### src/rtl/pc_redirect_pkg.sv
// pc_redirect_pkg
// Shared definitions for the fetch-PC redirect block.
//   taken_type_e : encoding of the branch/jal resolution bus
//   state_e      : redirect FSM states
//   align_target : clears the two low bits of a target address
package pc_redirect_pkg;

  typedef enum logic [1:0] {
    TT_NONE    = 2'b00,
    TT_BRANCH  = 2'b01,
    TT_JAL     = 2'b10,
    TT_ILLEGAL = 2'b11
  } taken_type_e;

  typedef enum logic [1:0] {
    RUN   = 2'd0,
    HOLD  = 2'd1,
    FLUSH = 2'd2
  } state_e;

  function automatic logic [31:0] align_target(input logic [31:0] t);
    return {t[31:2], 2'b00};
  endfunction

endpackage

### src/rtl/redirect_fsm.sv
// redirect_fsm
// State register and flush counter of the PC redirect block. Decides each
// cycle what the PC register in the parent does.
//   clk, rst          : clock, synchronous active-high reset
//   stall             : pipeline stall, freezes FSM progress
//   redir             : a taken branch/jal is presented this cycle
//   apply_live        : load PC from the target presented this cycle
//   apply_pend        : load PC from the latched pending target
//   latch_pend        : capture the presented target into the pending register
//   advance           : PC += 4
//   flush             : registered squash indication
//   redirect_pending  : registered, a redirect waits for stall release
module redirect_fsm
  import pc_redirect_pkg::*;
#(
  parameter int FLUSH_CYCLES = 2
) (
  input  logic clk,
  input  logic rst,
  input  logic stall,
  input  logic redir,
  output logic apply_live,
  output logic apply_pend,
  output logic latch_pend,
  output logic advance,
  output logic flush,
  output logic redirect_pending
);

  localparam logic [2:0] FLUSH_INIT = 3'(FLUSH_CYCLES);

  state_e     state_q, state_d;
  logic [2:0] cnt_q, cnt_d;

  always_comb begin
    state_d    = state_q;
    cnt_d      = cnt_q;
    apply_live = 1'b0;
    apply_pend = 1'b0;
    latch_pend = 1'b0;
    advance    = 1'b0;
    unique case (state_q)
      RUN: begin
        if (redir) begin
          if (stall) begin
            latch_pend = 1'b1;
            state_d    = HOLD;
          end else begin
            apply_live = 1'b1;
            state_d    = FLUSH;
            cnt_d      = FLUSH_INIT;
          end
        end else if (!stall) begin
          advance = 1'b1;
        end
      end
      // New redirects are ignored here: the first latched one wins.
      HOLD: begin
        if (!stall) begin
          apply_pend = 1'b1;
          state_d    = FLUSH;
          cnt_d      = FLUSH_INIT;
        end
      end
      // Redirect requests here come from wrong-path instructions; ignore them.
      FLUSH: begin
        if (!stall) begin
          advance = 1'b1;
          cnt_d   = cnt_q - 3'd1;
          if (cnt_q == 3'd1) state_d = RUN;
        end
      end
      default: state_d = RUN;
    endcase
  end

  // Stage boundary: state, counter and registered status outputs.
  always_ff @(posedge clk) begin
    if (rst) begin
      state_q          <= RUN;
      cnt_q            <= 3'd0;
      flush            <= 1'b0;
      redirect_pending <= 1'b0;
    end else begin
      state_q          <= state_d;
      cnt_q            <= cnt_d;
      flush            <= (state_d == FLUSH);
      redirect_pending <= (state_d == HOLD);
    end
  end

endmodule

### src/rtl/pc_redirect.sv
// pc_redirect
// Fetch PC register with branch/jal redirect, stall-deferred redirects and
// a fixed-length pipeline flush after every redirect.
//   clk, rst          : clock, synchronous active-high reset
//   stall             : holds PC and FSM progress
//   taken_type        : 00 none, 01 branch, 10 jal, 11 illegal (= none)
//   branch_target     : destination for taken_type 01
//   jal_target        : destination for taken_type 10
//   pc                : current fetch PC (registered)
//   flush             : squash IF/ID and ID/EX (registered)
//   redirect_pending  : redirect latched, waiting for stall release
//   misaligned        : one-cycle pulse with the PC load of a target whose
//                       low two bits were nonzero
module pc_redirect
  import pc_redirect_pkg::*;
#(
  parameter logic [31:0] RESET_PC     = 32'h0000_0000,
  parameter int          FLUSH_CYCLES = 2
) (
  input  logic        clk,
  input  logic        rst,
  input  logic        stall,
  input  logic [1:0]  taken_type,
  input  logic [31:0] branch_target,
  input  logic [31:0] jal_target,
  output logic [31:0] pc,
  output logic        flush,
  output logic        redirect_pending,
  output logic        misaligned
);

  logic        is_redir;
  logic [31:0] sel_target;
  logic [31:0] pend_target_p1;
  logic        apply_live, apply_pend, latch_pend, advance;

  assign is_redir   = (taken_type == TT_BRANCH) || (taken_type == TT_JAL);
  assign sel_target = (taken_type == TT_JAL) ? jal_target : branch_target;

  redirect_fsm #(
    .FLUSH_CYCLES (FLUSH_CYCLES)
  ) u_fsm (
    .clk              (clk),
    .rst              (rst),
    .stall            (stall),
    .redir            (is_redir),
    .apply_live       (apply_live),
    .apply_pend       (apply_pend),
    .latch_pend       (latch_pend),
    .advance          (advance),
    .flush            (flush),
    .redirect_pending (redirect_pending)
  );

  // Stage boundary: PC, pending target and misalignment pulse.
  // The pending target is kept unaligned so misalignment is reported when
  // it is finally applied, in step with the PC update.
  always_ff @(posedge clk) begin
    if (rst) begin
      pc             <= RESET_PC;
      pend_target_p1 <= 32'h0;
      misaligned     <= 1'b0;
    end else begin
      misaligned <= 1'b0;
      if (apply_live) begin
        pc         <= align_target(sel_target);
        misaligned <= |sel_target[1:0];
      end else if (apply_pend) begin
        pc         <= align_target(pend_target_p1);
        misaligned <= |pend_target_p1[1:0];
      end else if (advance) begin
        pc <= pc + 32'd4;
      end
      if (latch_pend) pend_target_p1 <= sel_target;
    end
  end

endmodule

### config.mk
export PLATFORM = sky130hd
export DESIGN_NAME = pc_redirect
export DESIGN_NICKNAME = d
export VERILOG_FILES = /design/src/rtl/pc_redirect_pkg.sv /design/src/rtl/redirect_fsm.sv /design/src/rtl/pc_redirect.sv
export SDC_FILE = /design/constraint.sdc
export NUM_CORES = 1
export LEC_CHECK = 0
export CAP_MARGIN = 20
export CORE_AREA = 2 2 94 96
export CTS_CLUSTER_DIAMETER = 120
export DETAILED_ROUTE_END_ITERATION = 10
export DIE_AREA = 0 0 96 98
export PLACE_DENSITY = 0.8
export RECOVER_POWER = 25
export SYNTH_ARGS = -nofsm -noshare
export SYNTH_HDL_FRONTEND = slang
export SYNTH_HIERARCHICAL = 1
export SYNTH_SLANG_ARGS = --single-unit
### constraint.sdc
create_clock -name clk -period 4 [get_ports clk]
set_input_delay 0.6 -clock clk [delete_from_list [all_inputs] [get_ports clk]]
set_output_delay 0.6 -clock clk [all_outputs]
set_load 0.03 [all_outputs]
---- Yosys cells after proc, flatten, opt, wreduce, memory -nomap -nowiden ----
Cells that the tools add are included.
storage, ports and cells
  input bits .............................. 69
  word-level logic and storage cells ...... 52
  bits in registers ....................... 72
operators by class
  add/subtract/negate cells ............... 2
  reduce and logical (&&, ||, !) cells .... 8
  multiplexer cells ....................... 25
  equal/unequal tests ..................... 9
operators by type and width
  cell                                                                 count
  32-bit 2-to-1 mux                                                    4
  32-bit by 3-bit adder with 32-bit output (second input constant)     1
  1-bit 2-to-1 mux                                                     10
  2-bit 2-to-1 mux                                                     5
  3-bit 2-to-1 mux                                                     3
  3-bit case mux with 3 select lines                                   1
  2-bit by 1-bit == test with 1-bit output (second input constant)     3
  2-bit == test (second input constant)                                3
  2-bit case mux with 3 select lines                                   1
  3-bit nonzero test                                                   2
  2-bit != test (second input constant)                                2
  2-bit OR reduction                                                   2
  3-bit by 1-bit == test with 1-bit output (second input constant)     1
  3-bit AND reduction                                                  1
  3-bit OR reduction                                                   1
  3-bit by 1-bit subtractor with 3-bit output (second input constant)  1
  2-bit zero test                                                      1
  1-bit case mux with 2 select lines                                   1
  1-bit logical OR                                                     1

---- Logic depth before layout (Yosys ltp) ----
  word-level depth ........................ 7
  gate-level depth with buffers ........... 11

---- Modules after synthesis ----
Netlist, hierarchy kept.
by module, submodules not included
  module        area each (µm²)  instances  seq. area each (µm²)  cells each
  pc_redirect   3734.8           1          1261.2                457
  redirect_fsm  397.9            1          140.1                 44

---- Least setup slack after synthesis ----
No wires, ideal clock.
  kind .................................... input -> register
  start ................................... input taken_type[0]
  end ..................................... register pc[19]
  path slack .............................. 1.343 ns
  stages .................................. 11
  data arrival time ....................... 2.595 ns
  path buffers ............................ 2
  path through ............................ inv_1 > ha_1 > inv_1 > nor2b_1 > nor3_1 > clkbuf_1 > nor4b_1 > clkbuf_1 > nand2_1 > a31o_2 > nand3_1
on the way
  longest elaborated chain between the ends .. 5
  elaborated cells on any way between the ends .. 10
  those cells by class .................... eq/ne: 2; mux: 6; reduce/logical: 2
ends and longest elaborated chain
  what                                                                       RTL line            RTL
  start: declaration                                                         pc_redirect.sv:23   input logic [1:0] taken_type,
  2-bit by 1-bit == test with 1-bit output or 2-bit == test (tied branches)  pc_redirect.sv:37   assign is_redir = (taken_type == TT_BRANCH) || (taken_type == TT_JAL);
  1-bit logical OR *                                                         pc_redirect.sv:37
  via is_redir                                                               pc_redirect.sv:32   logic is_redir;
  1-bit 2-to-1 mux *                                                         redirect_fsm.sv:44  if (redir) begin
  1-bit case mux with 2 select lines *                                       redirect_fsm.sv:42  unique case (state_q)
  via advance                                                                pc_redirect.sv:35   logic apply_live, apply_pend, latch_pend, advance;
  3-bit nonzero test (no source line) *                                      n/a
  end signal: assignment                                                     pc_redirect.sv:66   pc <= align_target(sel_target);
  end signal: assignment                                                     pc_redirect.sv:69   pc <= align_target(pend_target_p1);
  end signal: assignment                                                     pc_redirect.sv:72   pc <= pc + 32'd4;
  end: declaration                                                           pc_redirect.sv:26   output logic [31:0] pc,
The timed path passes the listed nets; every way through them passes the cells marked *.
A chain may end at the register's enable or synchronous reset.

---- Worst setup path in the final report ----
  start ................................... input taken_type[0]
  end ..................................... register pc[17]
on the way
  longest elaborated chain between the ends .. 5
  elaborated cells on any way between the ends .. 10
  those cells by class .................... eq/ne: 2; mux: 6; reduce/logical: 2
ends and longest elaborated chain
  what                                                                       RTL line
  2-bit by 1-bit == test with 1-bit output or 2-bit == test (tied branches)  pc_redirect.sv:37
  1-bit logical OR *                                                         pc_redirect.sv:37
  via is_redir                                                               pc_redirect.sv:32
  1-bit 2-to-1 mux *                                                         redirect_fsm.sv:44
  1-bit 2-to-1 mux *                                                         redirect_fsm.sv:42
  via apply_live                                                             pc_redirect.sv:35
  3-bit nonzero test (no source line) or 32-bit 2-to-1 mux (tied branches)   n/a
Marked as above.

==> metrics.log <==
[metrics] I/O Pins: 104
[metrics] post-synthesis adder-cell area fraction: 0.0121
[metrics] starting density of the core: 0.488
[metrics] maximum number of pins on one net before global-route repair: 62
[metrics] XOR/XNOR share of the synthesized area: 0.0233
[metrics] met1 capacity usage during global routing: 0.335
[metrics] post-route non-filler standard cell count: 696
[metrics] level count of the clock H-tree: 3
[metrics] Pins Over Slew Limit: 0
[metrics] critical path class: input port to flop
[metrics] cell count after placement: 682
[metrics] Hold Path Class: flop to flop
[metrics] per-cell via count in the routed design: 6.15
[metrics] Static Leak: 1.89 nW
[metrics] cell occurring most often along the worst timing path: sky130_fd_sc_hd__inv_1
[metrics] GR Util met3: 0.0409
[metrics] final worst setup slack: 0.912 ns
[metrics] net total in the final layout: 658
[metrics] final number of hold-violating endpoints: 0
[metrics] Layout Area Growth over Synthesis: 29.8%
[metrics] sum of routed wire length over all layers: 11,500 um
[metrics] grt peak-use layer: met2
[metrics] RD Place Congestion: 0.917
[metrics] post-synthesis share of cell area spent on and, or, nand and nor gates: 0.249
[metrics] Fmax: 324 MHz
[metrics] crit path capture type: flop
[metrics] Setup Viol. Count Final: 0
[metrics] chip height: 98 um
[metrics] Worst-Skew Late Latency: 0.35 ns
[metrics] Max IR drop VDD: 0.189 mV
[metrics] count of port buffers added during placement: 101
[metrics] total routing resource utilization after global routing: 0.247
[metrics] Slowest Stage Delay on Critical Path: 0.85 ns
[metrics] leading register cell type out of synthesis: sky130_fd_sc_hd__dfxtp_1
[metrics] via count of the first global-routing pass: 3,864
[metrics] Detailed Route Iter0 Violations: 332
[metrics] Slew Limit Headroom: 0.582
[metrics] setup bufs post-CTS: 0
[metrics] cell-by-cell listing of the critical path: dlygate4sd3_1 -> inv_1 -> ha_2 -> inv_1 -> nor2b_1 -> nor3b_2 -> or4b_2 -> or4_1 -> o221ai_1
[metrics] average routed wire per standard cell: 16.6 um
[metrics] Worst Path Max Fanout: 17
[metrics] count of inserted antenna diode cells: 0
[metrics] setup slack at placement: 0.598 ns
[metrics] DRC viols: 0
[metrics] placed inst area: 5220 um^2
[metrics] commonest cells after routing, fill and taps aside: 81 x sky130_fd_sc_hd__clkdlybuf4s50_1, 70 x sky130_fd_sc_hd__dfxtp_1, 62 x sky130_fd_sc_hd__nor2_1
[metrics] number of gates resized after cts: 0
[metrics] Slowest cell on crit path: sky130_fd_sc_hd__or4b_2
[metrics] proportion of synthesized area in mux cells: 0.0881
[metrics] main combinational cell family by area after synthesis: simple AND/OR/NAND/NOR gates
[metrics] Cells after Synth: 501
[metrics] total via count after detailed routing: 4,282
[metrics] count of hold-fix buffers inserted at cts: 0
[metrics] CTS sink cnt: 70
[metrics] maxcap violations: 0
[metrics] number of enable-type register cells in the synthesized netlist: 0
[metrics] total power per unit cell area: 335 nW/um^2
[metrics] area of the die: 9410 um^2
[metrics] outcome: complete, no violations
[metrics] core box area: 8470 um^2
[metrics] final worst path period need: 3.09 ns
[metrics] share of final-layout standard cells stronger than drive strength 1: 0.0782
[metrics] Unique masters post-synth: 64
[metrics] RSZ-0062 raised after global routing: no
[metrics] Finished Cell Area: 5360 um^2
[metrics] number of detailed-routing iterations run before antenna repair: 5
[metrics] Std-Cell Rows: 34
[metrics] clock slew at reported path FFs: 0.07 ns
[metrics] commonest non-fill, non-tap cell in the layout: sky130_fd_sc_hd__clkdlybuf4s50_1
[metrics] half-perimeter wire length of the detailed placement result: 8210 um
[metrics] grt total ovfl: 0
[metrics] Fin Clk Skew: 0.00944 ns
[metrics] total CTS buffers: 9
[metrics] post-synthesis area per instance: 8.25 um^2
[metrics] maximum buffer depth of the clock tree: 2
[metrics] Final period util: 0.772
[metrics] ANT nets after route: 0
[metrics] fraction of registers with async set/reset: 0
[metrics] clock tree from TritonCTS: done
[metrics] wire length of the first global-routing pass: 18,700 um
[metrics] number of antenna violations at the first check in global routing: 0
[metrics] kind of launch point of the worst setup path: input port
[metrics] Slew @ Worst Pin: 0.627 ns
[metrics] final setup TNS: 0 ns
[metrics] count of synthesis-stage warnings from yosys: 6
[metrics] required arrival time at the worst endpoint: 4.27 ns
[metrics] met2 global-route usage: 0.391
[metrics] Cell Area, Synth: 4130 um^2
[metrics] sequential fraction of the synthesis area: 0.339
[metrics] compound-cell area share of the yosys netlist: 0.229
[metrics] post-synthesis register bit count: 70
[metrics] Crit path arrival time: 3.36 ns
[metrics] clock root buffer: sky130_fd_sc_hd__clkbuf_8
[metrics] Chip Width: 96 um
==> worst max-delay path, delay by kind of cell <==
family | cells | cell delay [ns]
AOI/OAI and AO/OA | 1 | 0.08
adders and majority gates | 1 | 0.29
buffers and inverters | 3 | 0.62
and+or+nand+nor | 4 | 1.75
==> through the flow <==
stage	power (mW)	hold WS, ns	utilization
2_1_floorplan	1.13	0.454	-
6_report	1.80	0.487	0.634
3_3_place_gp	1.31	0.465	0.616
3_5_place_dp	1.33	0.473	0.616
5_1_grt	1.88	0.506	0.634
4_1_cts	1.81	0.487	0.634
==> power by group <==
group          switching [mW]  internal [mW]  total (mW)
logic                   0.254          0.222       0.475
registers              0.0721          0.761       0.833
clock network           0.254          0.234       0.488
==> cell usage after synthesis (3+ instances only) <==
library cell	n	area, um^2
sky130_fd_sc_hd__nor4_1	9	56.3
sky130_fd_sc_hd__nand4_1	11	68.8
sky130_fd_sc_hd__or4_1	5	37.5
sky130_fd_sc_hd__nor3_1	18	90.1
sky130_fd_sc_hd__nand2_1	26	97.6
sky130_fd_sc_hd__mux2_2	3	33.8
sky130_fd_sc_hd__inv_1	11	41.3
sky130_fd_sc_hd__nor3b_1	9	67.6
sky130_fd_sc_hd__nor2b_1	6	37.5
sky130_fd_sc_hd__o21ai_0	16	80.1
sky130_fd_sc_hd__xnor2_1	8	70.1
sky130_fd_sc_hd__nand3_1	18	90.1
sky130_fd_sc_hd__a211o_1	4	35.0
sky130_fd_sc_hd__nor2_1	62	233
sky130_fd_sc_hd__dfxtp_1	70	1400
sky130_fd_sc_hd__o211ai_1	4	30.0
sky130_fd_sc_hd__a21oi_1	9	45.0
sky130_fd_sc_hd__or3_1	3	18.8
sky130_fd_sc_hd__nor4b_1	5	43.8
sky130_fd_sc_hd__a22oi_1	11	82.6
sky130_fd_sc_hd__o2bb2ai_1	9	78.8
sky130_fd_sc_hd__a221oi_1	4	35.0
sky130_fd_sc_hd__nand3b_1	4	30.0
sky130_fd_sc_hd__a21o_1	3	22.5
sky130_fd_sc_hd__xor2_1	3	26.3
sky130_fd_sc_hd__ha_1	4	50.1
sky130_fd_sc_hd__buf_2	7	35.0
sky130_fd_sc_hd__o221ai_1	3	26.3
sky130_fd_sc_hd__and3_1	5	31.3
sky130_fd_sc_hd__mux2i_1	33	330
sky130_fd_sc_hd__buf_1	4	15.0
sky130_fd_sc_hd__a31o_2	3	26.3
sky130_fd_sc_hd__a211oi_1	40	300
sky130_fd_sc_hd__clkbuf_1	29	109
==> state kept, by name, summed over array words and instances (netlist names) <==
signal / count
misaligned: 1
pc: 30
pend_target_p1: 32
u_fsm/cnt_q: 3
u_fsm/flush: 1
u_fsm/redirect_pending: 1
u_fsm/state_q: 2
==> worst paths after layout <==
path	from	to	slack, ns	cells past startpoint
setup reg to reg	u_fsm/state_q[1]	pc[17]	1.58	5
setup / recovery	taken_type[0]	pc[17]	0.91	9
hold reg to reg	pend_target_p1[1]	pend_target_p1[1]	0.49	2
hold / removal	pend_target_p1[1]	pend_target_p1[1]	0.49	2
==> metal layers <==
| metal | part of all wire | wire length, um |
|---|---|---|
| met1 | 0.43 | 4960 |
| met2 | 0.48 | 5490 |
| met3 | 0.070 | 809 |
| met4 | 0.023 | 267 |
| met5 | 0 | 0 |
==> cell families after synthesis <==
kind of cell / after synthesis
and+or+nand+nor: 195
AOI/OAI and AO/OA: 127
DFF: 70
buffers and inverters: 57
muxes: 36
xor gates and xnor gates: 11
adders and majority gates: 4
other: 1
==> layout make-up <==
| cell class | instances | area, um^2 |
|---|---|---|
| Clock inverter | 2 | 10.0 |
| Sequential cell | 70 | 1400 |
| Inverter | 13 | 48.8 |
| Clock buffer | 12 | 145 |
| Fill cell | 728 | 3100 |
| Multi-Input combinational cell | 375 | 2500 |
| Tap cell | 108 | 135 |
| Timing Repair Buffer | 116 | 1120 |
No activity file was read; power rests on OpenSTA's default activity.
